**src/rtl/debug_pkg.sv**
```systemverilog
// rtl/debug_pkg.sv - shared opcodes, state encoding and counter width for debug_unit
package debug_pkg;

  localparam logic [7:0] CMD_LOAD_INST = 8'h01;
  localparam logic [7:0] CMD_WRITE_REG = 8'h02;
  localparam logic [7:0] CMD_READ_REG  = 8'h03;
  localparam logic [7:0] CMD_RUN       = 8'h04;
  localparam logic [7:0] CMD_STOP      = 8'h05;
  localparam logic [7:0] CMD_STEP      = 8'h06;

  localparam int BYTE_CNT_W = 2;
  localparam int WORD_BYTES = 4;

  typedef enum logic [2:0] {
    S_IDLE,
    S_GET_ARG,
    S_GET_DATA,
    S_DO_WRITE,
    S_READ_SETTLE,
    S_READ_CAPTURE,
    S_SEND,
    S_STEP
  } state_t;

endpackage

```
**src/rtl/debug_unit_if.sv**
```systemverilog
// rtl/debug_unit_if.sv - UART-side byte streams between debug_unit and the host link
interface debug_unit_if #(
  parameter int NB_BYTE = 8
);
  logic [NB_BYTE-1:0] i_rx_data;
  logic               i_rx_valid;
  logic               o_rx_ready;
  logic [NB_BYTE-1:0] o_tx_data;
  logic               o_tx_valid;
  logic               i_tx_ready;

  modport slave (
    input  i_rx_data, i_rx_valid, i_tx_ready,
    output o_rx_ready, o_tx_data, o_tx_valid
  );

  modport master (
    output i_rx_data, i_rx_valid, i_tx_ready,
    input  o_rx_ready, o_tx_data, o_tx_valid
  );
endinterface

```
**src/rtl/debug_word_serializer.sv**
```systemverilog
// rtl/debug_word_serializer.sv - emits a loaded word as bytes, MSB first, under valid/ready
module debug_word_serializer
  import debug_pkg::*;
#(
  parameter int NB_DATA = 32,
  parameter int NB_BYTE = 8
) (
  input  logic               i_clk,
  input  logic               i_reset,
  input  logic               i_load,
  input  logic [NB_DATA-1:0] i_word,
  output logic [NB_BYTE-1:0] o_tx_data,
  output logic               o_tx_valid,
  input  logic               i_tx_ready,
  output logic               o_done
);

  logic [NB_DATA-1:0]    word_q, word_d;
  logic [BYTE_CNT_W-1:0] cnt_q, cnt_d;
  logic                  busy_q, busy_d;

  always_comb begin
    word_d = word_q;
    cnt_d  = cnt_q;
    busy_d = busy_q;
    o_done = 1'b0;
    if (i_load) begin
      word_d = i_word;
      cnt_d  = '0;
      busy_d = 1'b1;
    end else if (busy_q && i_tx_ready) begin
      // shifting also on the last byte leaves the tx bus at zero when idle
      word_d = word_q << NB_BYTE;
      if (cnt_q == BYTE_CNT_W'(WORD_BYTES - 1)) begin
        busy_d = 1'b0;
        o_done = 1'b1;
      end else begin
        cnt_d = cnt_q + 1'b1;
      end
    end
  end

  always_ff @(posedge i_clk) begin
    if (i_reset) begin
      word_q <= '0;
      cnt_q  <= '0;
      busy_q <= 1'b0;
    end else begin
      word_q <= word_d;
      cnt_q  <= cnt_d;
      busy_q <= busy_d;
    end
  end

  assign o_tx_data  = word_q[NB_DATA-1 -: NB_BYTE];
  assign o_tx_valid = busy_q;

endmodule

```
**src/rtl/debug_unit.sv**
```systemverilog
// rtl/debug_unit.sv - UART command decoder driving the top_mips debug ports
module debug_unit
  import debug_pkg::*;
#(
  parameter int NB_ADDR = 32,
  parameter int NB_INST = 32,
  parameter int NB_DATA = 32,
  parameter int NB_REG  = 5,
  parameter int NB_BYTE = 8
) (
  input  logic               i_clk,
  input  logic               i_reset,
  debug_unit_if.slave        uart,
  output logic               o_enable,
  output logic               o_write,
  output logic [NB_ADDR-1:0] o_address,
  output logic [NB_INST-1:0] o_instruction,
  output logic               o_write_debug_reg_file,
  output logic [NB_REG-1:0]  o_address_write_debug,
  output logic [NB_DATA-1:0] o_write_data_debug,
  output logic [NB_REG-1:0]  o_address_read_debug,
  input  logic [NB_DATA-1:0] i_data_read_debug,
  output logic               o_running,
  output logic               o_cmd_error
);

  localparam int NB_SHIFT = NB_DATA - NB_BYTE;

  state_t                state_q, state_d;
  logic [NB_BYTE-1:0]    opcode_q, opcode_d;
  logic [NB_BYTE-1:0]    arg_q, arg_d;
  logic [BYTE_CNT_W-1:0] byte_cnt_q, byte_cnt_d;
  logic [NB_SHIFT-1:0]   data_q, data_d;
  logic                  running_q, running_d;
  logic                  cmd_error_q, cmd_error_d;
  logic                  write_q, write_d;
  logic [NB_ADDR-1:0]    address_q, address_d;
  logic [NB_INST-1:0]    instruction_q, instruction_d;
  logic                  wreg_q, wreg_d;
  logic [NB_REG-1:0]     waddr_q, waddr_d;
  logic [NB_DATA-1:0]    wdata_q, wdata_d;
  logic [NB_REG-1:0]     raddr_q, raddr_d;

  logic               rx_ready;
  logic               rx_fire;
  logic [NB_DATA-1:0] word_in;
  logic               ser_done;

  assign rx_ready = !i_reset &&
                    (state_q == S_IDLE || state_q == S_GET_ARG || state_q == S_GET_DATA);
  assign rx_fire  = uart.i_rx_valid && rx_ready;
  assign word_in  = {data_q, uart.i_rx_data};

  always_comb begin
    state_d       = state_q;
    opcode_d      = opcode_q;
    arg_d         = arg_q;
    byte_cnt_d    = byte_cnt_q;
    data_d        = data_q;
    running_d     = running_q;
    cmd_error_d   = 1'b0;
    write_d       = 1'b0;
    address_d     = address_q;
    instruction_d = instruction_q;
    wreg_d        = 1'b0;
    waddr_d       = waddr_q;
    wdata_d       = wdata_q;
    raddr_d       = raddr_q;

    case (state_q)
      S_IDLE: begin
        if (rx_fire) begin
          opcode_d = uart.i_rx_data;
          case (uart.i_rx_data)
            CMD_LOAD_INST, CMD_WRITE_REG: begin
              // writes would race the running pipeline, so they are refused
              if (running_q) cmd_error_d = 1'b1;
              else           state_d     = S_GET_ARG;
            end
            CMD_READ_REG: state_d   = S_GET_ARG;
            CMD_RUN:      running_d = 1'b1;
            CMD_STOP:     running_d = 1'b0;
            CMD_STEP: begin
              if (running_q) cmd_error_d = 1'b1;
              else           state_d     = S_STEP;
            end
            default:      cmd_error_d = 1'b1;
          endcase
        end
      end
      S_GET_ARG: begin
        if (rx_fire) begin
          arg_d      = uart.i_rx_data;
          byte_cnt_d = '0;
          if (opcode_q == CMD_READ_REG) begin
            raddr_d = uart.i_rx_data[NB_REG-1:0];
            state_d = S_READ_SETTLE;
          end else begin
            state_d = S_GET_DATA;
          end
        end
      end
      S_GET_DATA: begin
        if (rx_fire) begin
          data_d = word_in[NB_SHIFT-1:0];
          if (byte_cnt_q == BYTE_CNT_W'(WORD_BYTES - 1)) begin
            state_d = S_DO_WRITE;
            if (opcode_q == CMD_LOAD_INST) begin
              write_d       = 1'b1;
              address_d     = NB_ADDR'(arg_q);
              instruction_d = NB_INST'(word_in);
            end else begin
              wreg_d  = 1'b1;
              waddr_d = arg_q[NB_REG-1:0];
              wdata_d = word_in;
            end
          end else begin
            byte_cnt_d = byte_cnt_q + 1'b1;
          end
        end
      end
      S_DO_WRITE:     state_d = S_IDLE;
      S_READ_SETTLE:  state_d = S_READ_CAPTURE;
      S_READ_CAPTURE: state_d = S_SEND;
      S_SEND:         if (ser_done) state_d = S_IDLE;
      S_STEP:         state_d = S_IDLE;
      default:        state_d = S_IDLE;
    endcase
  end

  always_ff @(posedge i_clk) begin
    if (i_reset) begin
      state_q       <= S_IDLE;
      opcode_q      <= '0;
      arg_q         <= '0;
      byte_cnt_q    <= '0;
      data_q        <= '0;
      running_q     <= 1'b0;
      cmd_error_q   <= 1'b0;
      write_q       <= 1'b0;
      address_q     <= '0;
      instruction_q <= '0;
      wreg_q        <= 1'b0;
      waddr_q       <= '0;
      wdata_q       <= '0;
      raddr_q       <= '0;
    end else begin
      state_q       <= state_d;
      opcode_q      <= opcode_d;
      arg_q         <= arg_d;
      byte_cnt_q    <= byte_cnt_d;
      data_q        <= data_d;
      running_q     <= running_d;
      cmd_error_q   <= cmd_error_d;
      write_q       <= write_d;
      address_q     <= address_d;
      instruction_q <= instruction_d;
      wreg_q        <= wreg_d;
      waddr_q       <= waddr_d;
      wdata_q       <= wdata_d;
      raddr_q       <= raddr_d;
    end
  end

  debug_word_serializer #(
    .NB_DATA (NB_DATA),
    .NB_BYTE (NB_BYTE)
  ) u_serializer (
    .i_clk      (i_clk),
    .i_reset    (i_reset),
    .i_load     (state_q == S_READ_CAPTURE),
    .i_word     (i_data_read_debug),
    .o_tx_data  (uart.o_tx_data),
    .o_tx_valid (uart.o_tx_valid),
    .i_tx_ready (uart.i_tx_ready),
    .o_done     (ser_done)
  );

  assign uart.o_rx_ready        = rx_ready;
  assign o_enable               = running_q || (state_q == S_STEP);
  assign o_running              = running_q;
  assign o_cmd_error            = cmd_error_q;
  assign o_write                = write_q;
  assign o_address              = address_q;
  assign o_instruction          = instruction_q;
  assign o_write_debug_reg_file = wreg_q;
  assign o_address_write_debug  = waddr_q;
  assign o_write_data_debug     = wdata_q;
  assign o_address_read_debug   = raddr_q;

endmodule

```
**src/flat_wrapper.sv**
```systemverilog
// flat-port wrapper written by rule: the top's interface ports become plain ports
module debug_unit_flat import debug_pkg::*;
#(
  parameter int NB_ADDR = 32,
  parameter int NB_INST = 32,
  parameter int NB_DATA = 32,
  parameter int NB_REG  = 5,
  parameter int NB_BYTE = 8
)
  (i_clk, i_reset, o_enable, o_write, o_address, o_instruction, o_write_debug_reg_file, o_address_write_debug, o_write_data_debug, o_address_read_debug, i_data_read_debug, o_running, o_cmd_error, uart_i_rx_data, uart_i_rx_valid, uart_i_tx_ready, uart_o_rx_ready, uart_o_tx_data, uart_o_tx_valid);
  debug_unit_if #(.NB_BYTE(NB_BYTE)) uart_i ();
  input  logic i_clk;
  input  logic i_reset;
  output logic o_enable;
  output logic o_write;
  output logic [NB_ADDR-1:0] o_address;
  output logic [NB_INST-1:0] o_instruction;
  output logic o_write_debug_reg_file;
  output logic [NB_REG-1:0] o_address_write_debug;
  output logic [NB_DATA-1:0] o_write_data_debug;
  output logic [NB_REG-1:0] o_address_read_debug;
  input  logic [NB_DATA-1:0] i_data_read_debug;
  output logic o_running;
  output logic o_cmd_error;
  input wire logic [$bits(uart_i.i_rx_data)-1:0] uart_i_rx_data;
  input wire logic [$bits(uart_i.i_rx_valid)-1:0] uart_i_rx_valid;
  input wire logic [$bits(uart_i.i_tx_ready)-1:0] uart_i_tx_ready;
  output wire logic [$bits(uart_i.o_rx_ready)-1:0] uart_o_rx_ready;
  output wire logic [$bits(uart_i.o_tx_data)-1:0] uart_o_tx_data;
  output wire logic [$bits(uart_i.o_tx_valid)-1:0] uart_o_tx_valid;
  assign uart_i.i_rx_data = uart_i_rx_data;
  assign uart_i.i_rx_valid = uart_i_rx_valid;
  assign uart_i.i_tx_ready = uart_i_tx_ready;
  assign uart_o_rx_ready = uart_i.o_rx_ready;
  assign uart_o_tx_data = uart_i.o_tx_data;
  assign uart_o_tx_valid = uart_i.o_tx_valid;
  debug_unit #(.NB_ADDR(NB_ADDR), .NB_INST(NB_INST), .NB_DATA(NB_DATA), .NB_REG(NB_REG), .NB_BYTE(NB_BYTE)) u_core (.i_clk(i_clk), .i_reset(i_reset), .uart(uart_i), .o_enable(o_enable), .o_write(o_write), .o_address(o_address), .o_instruction(o_instruction), .o_write_debug_reg_file(o_write_debug_reg_file), .o_address_write_debug(o_address_write_debug), .o_write_data_debug(o_write_data_debug), .o_address_read_debug(o_address_read_debug), .i_data_read_debug(i_data_read_debug), .o_running(o_running), .o_cmd_error(o_cmd_error));
endmodule
```
**config.mk**
```make
export PLATFORM = sky130hd
export DESIGN_NAME = debug_unit_flat
export DESIGN_NICKNAME = d
export VERILOG_FILES = /design/src/rtl/debug_pkg.sv /design/src/rtl/debug_unit_if.sv /design/src/rtl/debug_word_serializer.sv /design/src/rtl/debug_unit.sv /design/src/flat_wrapper.sv
export SDC_FILE = /design/constraint.sdc
export NUM_CORES = 1
export LEC_CHECK = 0
export BUFFER_PORTS_ARGS = -buffer_cell sky130_fd_sc_hd__buf_4
export CAP_MARGIN = 0
export CORE_ASPECT_RATIO = 1.5
export CORE_MARGIN = 1.5
export CORE_UTILIZATION = 55
export CTS_BUF_LIST = sky130_fd_sc_hd__clkbuf_4 sky130_fd_sc_hd__clkbuf_8
export DETAILED_ROUTE_END_ITERATION = 12
export PLACE_DENSITY_LB_ADDON = 0.05
export REMOVE_ABC_BUFFERS = 1
export SLEW_MARGIN = 20
export SYNTH_ARGS = -nofsm -noshare
export SYNTH_HDL_FRONTEND = slang
export SYNTH_SLANG_ARGS = --single-unit
```
**constraint.sdc**
```tcl
create_clock -name i_clk -period 2.5 [get_ports i_clk]
set_input_delay 0.25 -clock i_clk [delete_from_list [all_inputs] [get_ports i_clk]]
set_output_delay 0.25 -clock i_clk [all_outputs]
set_load 0.02 [all_outputs]
```
==> qor.yml <==
ctsHoldBuffers: 0
grt_pass1_vias: 5391
yosys-top-cells-area: "dfxtp_1, nand2_1, a21oi_1"
synth_area_leader_cell: "dfxtp_1"
synth_flop_cell: "dfxtp_1"
startpoint_type: "register"
antenna_left: 0
synthArstFlopShare_pct: 0
slowest_delay_ns: 0.56
clk_latency_ns: 0.44
fillers: 985
crit_chain: "or4b_1 > nor3_1 > or3_4 > buf_4 > nand2_1 > a21oi_1"
fmax_mhz: 466
final_util_pct: 68.2
synth-edff-count: 0
p_seq_share_pct: 56.2
min_to: "u_core.u_serializer.word_q[6]"
drtIter0Drc: 267
arrival_ns: 2.51
die_height_um: 137
hold_violations: 0
p_per_area_nw_per_um2: 597
power_frac_comb_pct: 4.2
cp-end-kind: "register"
critical_path.max_fanout: 23
synthXorXnorAreaFrac_pct: 0.267
ios: 165
synth_top_family_by_area: "simple AND/OR/NAND/NOR gates"
post_cts_buffers: 0
p_sw_share_pct: 23.6
wl_per_cell_um: 13.8
vias: 5663
fin_tns_setup_ns: 0
worst_slack_ns: 0.354
p_clk_share_pct: 39.7
final-setup-viol-count: 0
synthMostInstantiatedCell: "nand2_1"
period_minus_slack_ns: 2.15
slowest_stage: "or4b_1"
synth_area_per_cell_um2: 7.97
r2r_setup_slack_ns: 0.35
seq_area_frac_synth_pct: 50.7
peakVddDrop_mv: 0.458
cts-root-buf: "clkbuf_8"
rsz0062_at_grt: "no"
finClkSkew_ns: 0.00960
max-slew-margin-rel_pct: 52.7
hp-class: "in -> reg"
syn-cell-area_um2: 6550
antenna_found_initial: 0
cts.sinks: 166
netlist_instances: 822
hpwl_um: 9860
synth_warnings: 0
r2r_end: "u_core.o_write_data_debug[27]"
leakagePower_nw: 3.01
viasPerCell: 5.21
crit_required_ns: 2.86
post_cts_resized: 0
power_mw: 4.72
initial_core_util_pct: 56.5
grtUsageTotal_pct: 24.6
synthDistinctLibCells: 45
fin_cells: 1087
dp_cells: 1055
critPathKind: "reg -> reg"
rr_worst_depth: 6
syn_to_final_growth_pct: 20.6
finalNetCount: 970
routed_wl_um: 15000
synth_mux_area_share_pct: 2.14
first_pass_iters: 4
place_congestion: 0.797
fp.dieW_um: 92.1
antennaDiodeCount: 0
core_area_um2: 11600
min_delay_path_depth: 3
synth-adder-area-share_pct: 0.382
synth_common_cells: "nand2_1, dfxtp_1, a21oi_1"
fp-row-count: 48
dp_slack_ns: 0.379
synth_top_area_share_pct: 50.7
worst_pin_slew_ns: 0.710
grt_start_max_net_pins: 166
maxCapViolCount: 0
ys_seq_elements: 166
synthSimpleGateAreaFrac_pct: 23.4
finalMaxSlewViolations: 0
drcViolationCount: 0
numCtsBuffers: 17
status: "finished clean"
dieArea_um2: 12600
grt_pass1_wl_um: 24900
grt-ovfl-total: 0
htree_levels: 4
reg2reg_from: "u_core.opcode_q[7]"
switching_power_mw: 1.11
internal_power_mw: 3.61
cts.clk_slew.worst_paths_ns: 0.09
period_share_pct: 85.9
clock_path_buffers: 2
drive_above_1_share_pct: 21.3
synth_compound_area_share_pct: 14.7
cts_tree: "done"
portBuffers: 140
holdCritStartpoint: "i_data_read_debug[6]"
## cell families after synthesis
| group | count (synthesis) |
|---|---|
| other | 1 |
| AND/OR/NAND/NOR | 371 |
| XOR/XNOR | 2 |
| buffers and inverters | 100 |
| flip-flops | 166 |
| adder cells (fa/ha/maj) | 2 |
| AO/OA/AOI/OAI | 166 |
| multiplexers | 14 |
## flip-flops by register name (all words and copies together), names as in the netlist, 8 cells and up
signal,flops
u_core.arg_q,8
u_core.o_write_data_debug,32
u_core.opcode_q,8
u_core.data_q,24
u_core.o_instruction,32
u_core.o_address,8
u_core.u_serializer.word_q,32
## layer usage
| metal | GRT usage [%] | up-vias | share of wire [%] |
|---|---|---|---|
| li1 | - | 2890 | - |
| met5 | 0 | - | 0 |
| met4 | 7.09 | 0 | 1.1 |
| met1 | 28.6 | 2613 | 41 |
| met3 | 6.28 | 13 | 5.0 |
| met2 | 44.4 | 147 | 53 |
## worst max-delay path, delay by kind of cell, from the launching register on
family	cells	cell delay, ns
buffers and inverters	1	0.27
AOI/OAI and AO/OA	1	0.15
DFF	1	0.31
and+or+nand+nor	4	1.33
## layout by cell type, fill, tap and decap left out, types with 2 or more instances in the layout
| cell type | Yosys | layout |
|---|---|---|
| nand3_1 | 37 | 36 |
| nor2b_1 | 3 | 3 |
| a311oi_1 | 24 | 24 |
| a31o_2 | 2 | 2 |
| nand2_1 | 258 | 257 |
| nor3_1 | 5 | 5 |
| conb_1 | 1 | 24 |
| ha_1 | 2 | 2 |
| a21oi_1 | 124 | 124 |
| a31oi_1 | 2 | 2 |
| o31ai_1 | 2 | 2 |
| clkinvlp_4 | 0 | 3 |
| buf_4 | 32 | 153 |
| o21ai_0 | 3 | 3 |
| xnor2_1 | 2 | 2 |
| nor4_1 | 2 | 2 |
| and2_1 | 3 | 3 |
| clkinv_4 | 0 | 3 |
| and3_1 | 2 | 2 |
| nand2b_1 | 3 | 3 |
| inv_6 | 0 | 4 |
| buf_12 | 0 | 2 |
| dfxtp_1 | 166 | 166 |
| nand4_1 | 2 | 2 |
| inv_1 | 4 | 4 |
| nor2_1 | 44 | 43 |
| or3_1 | 2 | 2 |
| clkbuf_8 | 0 | 20 |
| a21oi_2 | 4 | 4 |
| mux2i_1 | 14 | 14 |
## power groups by stage
stage               clock [mW]  combinational (mW)  sequential, mW
finish                    1.87               0.197            2.65
global route              2.03               0.214            2.65
CTS                       1.92               0.196            2.65
detailed placement           0               0.196            2.71
global placement             0               0.194            2.71
floorplan                    0              0.0624            2.71
## worst max-delay path by stage
stage / from / endpoint / slack [ns] / cells past startpoint
floorplan: u_core.state_q[1] / u_core.o_address[0] / -1.41 / 6
CTS: u_core.opcode_q[7] / u_core.o_write_data_debug[27] / 0.36 / 6
global placement: u_core.opcode_q[7] / u_core.o_write_data_debug[5] / 0.43 / 7
detailed placement: u_core.opcode_q[7] / u_core.o_write_data_debug[4] / 0.38 / 6
finish: u_core.opcode_q[7] / u_core.o_write_data_debug[27] / 0.35 / 6
global route: u_core.opcode_q[7] / u_core.o_write_data_debug[27] / 0.19 / 6
## stage by stage
step | hold WS [ns] | area (um^2)
final | 0.0523 | 7900
after global routing | 0.0294 | 7900
after CTS | 0.0267 | 7900
after detailed placement | 0.446 | 7510
after global placement | 0.438 | 7510
after floorplan | 0.312 | 6110
## layout make-up
| type | instances | area (um^2) | share of cell area [%] |
|---|---|---|---|
| Inverter | 5 | 18.8 | 0.237 |
| Timing Repair Buffer | 155 | 1190 | 15.0 |
| Clock buffer | 21 | 283 | 3.58 |
| Sequential cell | 166 | 3320 | 42.1 |
| Clock inverter | 11 | 114 | 1.44 |
| Tap cell | 150 | 188 | 2.37 |
| Multi-Input combinational cell | 579 | 2790 | 35.3 |
No activity file was read; power rests on OpenSTA's default activity.
